[src/rtl/fft_pkg.sv]
// Shared FFT controller types: state encoding and point-count derivation,
// reused by the controller and by FFT-top integration.
package fft_pkg;

    typedef enum logic [1:0] {
        S_CLR   = 2'd0,
        S_LOAD  = 2'd1,
        S_START = 2'd2,
        S_RUN   = 2'd3
    } fft_state_t;

    localparam int unsigned N_2_DEFAULT = 5;
    localparam int unsigned N_DEFAULT   = 1 << N_2_DEFAULT;

    function automatic int unsigned fft_points(input int unsigned n2);
        return 1 << n2;
    endfunction

endpackage

[src/rtl/fft_ctrl_counter.sv]
// Up-counter with synchronous clear, count enable and terminal-count compare.
module fft_ctrl_counter #(
    parameter int W = 4
) (
    input  logic         i_clk,
    input  logic         i_clr,
    input  logic         i_en,
    input  logic [W-1:0] i_tc_val,
    output logic         o_tc
);

    logic [W-1:0] r_count;

    always_ff @(posedge i_clk) begin
        if (i_clr) begin
            r_count <= '0;
        end else if (i_en) begin
            r_count <= r_count + 1'b1;
        end
    end

    assign o_tc = (r_count == i_tc_val);

endmodule

[src/rtl/fft_ctrl.sv]
// FFT core sequencer: loads N samples, starts the core, forwards N result
// beats, and abandons the frame with a sticky error if the core stalls.
module fft_ctrl
    import fft_pkg::*;
#(
    parameter int width   = 16,
    parameter int N_2     = int'(N_2_DEFAULT),
    parameter int TIMEOUT = 4 * N_2 * (2 ** (N_2 - 1))
) (
    input  logic               clk,
    input  logic               reset,
    input  logic               in_valid,
    output logic               in_ready,
    input  logic [width-1:0]   in_data,
    output logic               out_valid,
    output logic [2*width-1:0] out_data,
    output logic               out_last,
    output logic               busy,
    output logic               err,
    output logic [15:0]        frame_count,
    output logic               fft_reset,
    output logic               fft_load,
    output logic               fft_start,
    output logic [width-1:0]   fft_rd,
    input  logic [2*width-1:0] fft_wd,
    input  logic               fft_done
);

    localparam int N  = int'(fft_points(N_2));
    localparam int TW = $clog2(TIMEOUT + 1);

    localparam logic [N_2-1:0] LAST_IDX = N_2'(N - 1);
    localparam logic [TW-1:0]  TO_LIMIT = TW'(TIMEOUT);

    fft_state_t r_state;
    fft_state_t w_next;

    logic w_clr;
    logic w_smp_tc;
    logic w_beat_tc;
    logic w_to_tc;
    logic w_to_en;

    assign w_clr     = reset | (r_state == S_CLR);
    assign fft_reset = w_clr;
    assign busy      = (r_state != S_LOAD);
    assign fft_rd    = in_data;
    assign out_data  = fft_wd;

    fft_ctrl_counter #(.W(N_2)) u_smp_cnt (
        .i_clk    (clk),
        .i_clr    (w_clr),
        .i_en     (fft_load),
        .i_tc_val (LAST_IDX),
        .o_tc     (w_smp_tc)
    );

    fft_ctrl_counter #(.W(N_2)) u_beat_cnt (
        .i_clk    (clk),
        .i_clr    (w_clr),
        .i_en     (out_valid),
        .i_tc_val (LAST_IDX),
        .o_tc     (w_beat_tc)
    );

    fft_ctrl_counter #(.W(TW)) u_to_cnt (
        .i_clk    (clk),
        .i_clr    (w_clr),
        .i_en     (w_to_en),
        .i_tc_val (TO_LIMIT),
        .o_tc     (w_to_tc)
    );

    always_ff @(posedge clk) begin
        r_state <= w_next;
    end

    always_comb begin
        w_next    = r_state;
        in_ready  = 1'b0;
        fft_load  = 1'b0;
        fft_start = 1'b0;
        out_valid = 1'b0;
        out_last  = 1'b0;
        w_to_en   = 1'b0;
        case (r_state)
            S_CLR: w_next = S_LOAD;
            S_LOAD: begin
                in_ready = 1'b1;
                fft_load = in_valid;
                if (in_valid && w_smp_tc) w_next = S_START;
            end
            S_START: begin
                fft_start = 1'b1;
                w_next    = S_RUN;
            end
            S_RUN: begin
                // Timeout wins over a same-cycle done: the frame is dropped.
                if (w_to_tc) begin
                    w_next = S_CLR;
                end else if (fft_done) begin
                    out_valid = 1'b1;
                    out_last  = w_beat_tc;
                    if (w_beat_tc) w_next = S_CLR;
                end else begin
                    w_to_en = 1'b1;
                end
            end
            default: w_next = S_CLR;
        endcase
        if (reset) begin
            w_next    = S_CLR;
            in_ready  = 1'b0;
            fft_load  = 1'b0;
            fft_start = 1'b0;
            out_valid = 1'b0;
            out_last  = 1'b0;
        end
    end

    always_ff @(posedge clk) begin
        if (reset) begin
            err         <= 1'b0;
            frame_count <= '0;
        end else begin
            if (r_state == S_RUN && w_to_tc) err <= 1'b1;
            if (out_last) frame_count <= frame_count + 16'd1;
        end
    end

endmodule

[config.mk]
export PLATFORM = sky130hd
export DESIGN_NAME = fft_ctrl
export DESIGN_NICKNAME = d
export VERILOG_FILES = /design/src/rtl/fft_pkg.sv /design/src/rtl/fft_ctrl_counter.sv /design/src/rtl/fft_ctrl.sv
export SDC_FILE = /design/constraint.sdc
export NUM_CORES = 1
export LEC_CHECK = 0
export ABC_AREA = 1
export CAP_MARGIN = 20
export CORE_AREA = 4 4 89 91
export DETAILED_ROUTE_END_ITERATION = 6
export DIE_AREA = 0 0 93 95
export PLACE_DENSITY = 0.84
export REMOVE_ABC_BUFFERS = 1
export SYNTH_ARGS = -nofsm -noshare
export SYNTH_HDL_FRONTEND = slang
export SYNTH_HIERARCHICAL = 1
export SYNTH_SLANG_ARGS = --single-unit
[constraint.sdc]
create_clock -name clk -period 1.6 [get_ports clk]
set_input_delay 0.32 -clock clk [delete_from_list [all_inputs] [get_ports clk]]
set_output_delay 0.32 -clock clk [all_outputs]
set_load 0.05 [all_outputs]
==> run_results.csv <==
group,metric,value,unit
placed_design,gp_congestion,0.798,
final_layout,num-fill-cells,622,
power,clockPowerShare,0.325,
power,power_frac_comb,0.341,
synth,synth-seq-cells,38,
clock_tree,htree_levels,2,
detailed_routing,via_count,2631,
floorplanning,start_util,0.365,
setup_path,path_cells,"inv_2, nand2_2, nand2_2, nor2_4, nand3_2, nor2_4, nor2_4, nand2_2, inv_2, buf_12",
floorplanning,die_w,93,um
min_path,hold_class,"reg -> reg",
synth,synth_edf_count,0,
timing,drv_slew,0,
setup_path,crit_slowest_cell,"dfxtp_2",
status,violations,"setup timing",
global_route,grt_overflow_total,0,
setup_path,max_stage_delay,0.34,ns
placed_design,place_inst,528,
timing,fin_setup_tns,-1.36,ns
timing,setup_viol,13,
synth,syn_inst,394,
timing,period_share,1.13,
final_layout,finish.utilization,0.518,
floorplanning,ios,124,
synth,synth_seq_area_share,0.292,
clock_tree,clockRootBuffer,"clkbuf_8",
placed_design,io_buffers,27,
detailed_routing,final_antenna_net_count,0,
clock_tree,clk_pin_slew,0.08,ns
synth,synth_cell_type_count,25,
setup_path,crit_required,1.28,ns
setup_path,crit_type,"reg -> out",
detailed_routing,wire_per_inst,16.0,um
power,peakVddDrop,0.717,mV
setup_path,end_kind,"output pin",
clock_tree,clkLatencyLatePin,0.30,ns
setup_path,reg2regPathDepth,15,
final_layout,final_cell_mix,"93 x nand2_1, 40 x buf_4, 39 x nor2_1, 39 x inv_1, 33 x dfxtp_1",
power,p_leak,1.65,nW
detailed_routing,wirelength,8870,um
synth,synth_top_cell_by_area,"dfxtp_1",
power,power.internal,2.09,mW
power,powerDensity,831,nW/um2
clock_tree,cts_tree,"done",
power,p_sw_frac,0.321,
detailed_routing,avgViaCountPerCell,4.76,
synth,synth_area_leaders,"dfxtp_1 29%, nand2_1 14%, buf_4 14%",
synth,async_flop_share,0,
final_layout,antenna_cells,0,
final_layout,layout_commonest_cell,"nand2_1",
status,status,"finished, violations left",
setup_path,path_buf_inv,3,
timing,fin_crit,1.81,ns
power,switchingPower,0.986,mW
global_route,antenna_found_initial,0,
detailed_routing,firstDrtPassIters,4,
floorplanning,core,7140,um2
setup_path,cp_max_fo,3,
timing,clock_skew,0.00681,ns
setup_path,startpoint_type,"flop",
detailed_routing,drc,0,
clock_tree,clock_path_buffers,2,
synth,synthFlopType,"dfxtp_1",
global_route,grt_pass1_wl,12700,um
synth,ys_warn_count,6,
clock_tree,numCtsBuffers,5,
global_route,track_usage,0.192,
final_layout,nets,514,
synth,syn-cell-area,2610,um2
timing,rsz0062_at_grt,"true",
detailed_routing,drt_iter0_drc,152,
floorplanning,rows,31,
synth,syn_area_per_cell,6.61,um2
clock_tree,cts.sinks,38,
final_layout,drive_gt1_frac,0.326,
global_route,grt_pass1_vias,2379,
power,power,3.07,mW
placed_design,hpwl,6170,um
floorplanning,dieArea,8840,um2
job,drv_cap,0,
timing,finalHoldViolCount,0,
setup_path,critPathTopFamily,"simple AND/OR/NAND/NOR gates",
setup_path,path_depth,10,
global_route,grt_max_degree,14,
synth,netlist.area_leader.share,0.292,
floorplanning,die_y,95,um
power,pwr-share-seq,0.334,
final_layout,area_delta_synth_final,41.9,%
timing,fin_ws,-0.208,ns
final_layout,fin_cells,553,
setup_path,crit_arrival,1.49,ns
clock_tree,cts.hold.buffers_added,0,
timing,fmax,553,MHz
min_path,hold_depth,2,
[kinds of logic (layout without fill, tap and decap cells)]
logic type	Yosys count	count (layout)	share of synthesized area
flip-flops	38	38	0.292
XOR/XNOR	10	10	0.0336
AO/OA/AOI/OAI	41	41	0.0797
buffers and inverters	100	131	0.214
adder cells (fa/ha/maj)	9	9	0.0432
other	2	29	0.00288
AND/OR/NAND/NOR	194	196	0.335
[sequential cells by signal (all words and copies together), names as in the netlist]
register and flops:
err 1, u_beat_cnt/r_count 5, r_state 2, u_smp_cnt/r_count 5
u_to_cnt/r_count 9, frame_count 16
[metal layers]
layer / global-route usage / vias up / wire (um)
met1: 0.203 / 1225 / 3270
met3: 0.135 / 15 / 1180
met4: 0.0537 / 4 / 142
li1: - / 1259 / -
met2: 0.299 / 128 / 4190
met5: 0.0952 / - / 76
[synth_stat cells (2+ instances only)]
library cell	instances
nor2_4	3
inv_1	46
nor2_1	48
nand4_1	2
xnor2_1	10
nor2_2	6
nand3_1	18
ha_1	9
nor3_1	5
nor2_8	2
o21ai_0	11
conb_1	2
a21oi_1	29
nand2_1	100
nand2_2	6
inv_2	4
buf_4	48
dfxtp_1	38
[power groups by stage]
stage          sequential (mW)  clock, mW  combinational [mW]
4_1_cts                   1.02       1.02               0.837
5_1_grt                   1.03       1.06                1.12
2_1_floorplan             1.02          0               0.415
3_5_place_dp              1.02          0               0.701
6_report                  1.03      0.998                1.05
3_3_place_gp              1.02          0               0.675
[tightest hold or removal path: stages (launching register included)]
cell and delay, ns:
dfxtp_1 0.37, o21ai_1 0.07, inv_1 0.05
[area by class of cell]
| cell class | count | area (um2) | share of cell area |
|---|---|---|---|
| sequential | 38 | 772 | 0.209 |
| timing repair buffer | 73 | 860 | 0.232 |
| clock inverter | 3 | 68.8 | 0.0186 |
| tap | 99 | 124 | 0.0335 |
| clock buffer | 5 | 68.8 | 0.0186 |
| multi-input combinational | 285 | 1610 | 0.434 |
| inverter | 50 | 200 | 0.0541 |
[per-stage QoR]
stage          instance area, um2  hold slack (ns)  setup WS [ns]
2_1_floorplan                2340            0.389         -0.394
3_3_place_gp                 3180            0.493         -0.150
3_5_place_dp                 3180            0.508         -0.165
4_1_cts                      3440            0.521         -0.203
5_1_grt                      3700            0.557         -0.282
6_report                     3700            0.501         -0.208
[worst paths after layout]
kind / to / slack (ns) / startpoint
worst max-delay path: out_valid / -0.21 / u_to_cnt/r_count[6]
worst min-delay path: frame_count[4] / 0.50 / frame_count[4]
worst max register to register: u_to_cnt/r_count[7] / -0.17 / u_to_cnt/r_count[6]
worst min register to register: frame_count[4] / 0.50 / frame_count[4]
[what timing repair did]
action / in CTS / in global routing
pin swaps: 9 / 30
buffers inserted: 11 / 8
gates resized for setup: 29 / 54
endpoints found under the setup margin: 13 / 38
cloned: 0 / 2
Power figures use the tool's default switching activity.
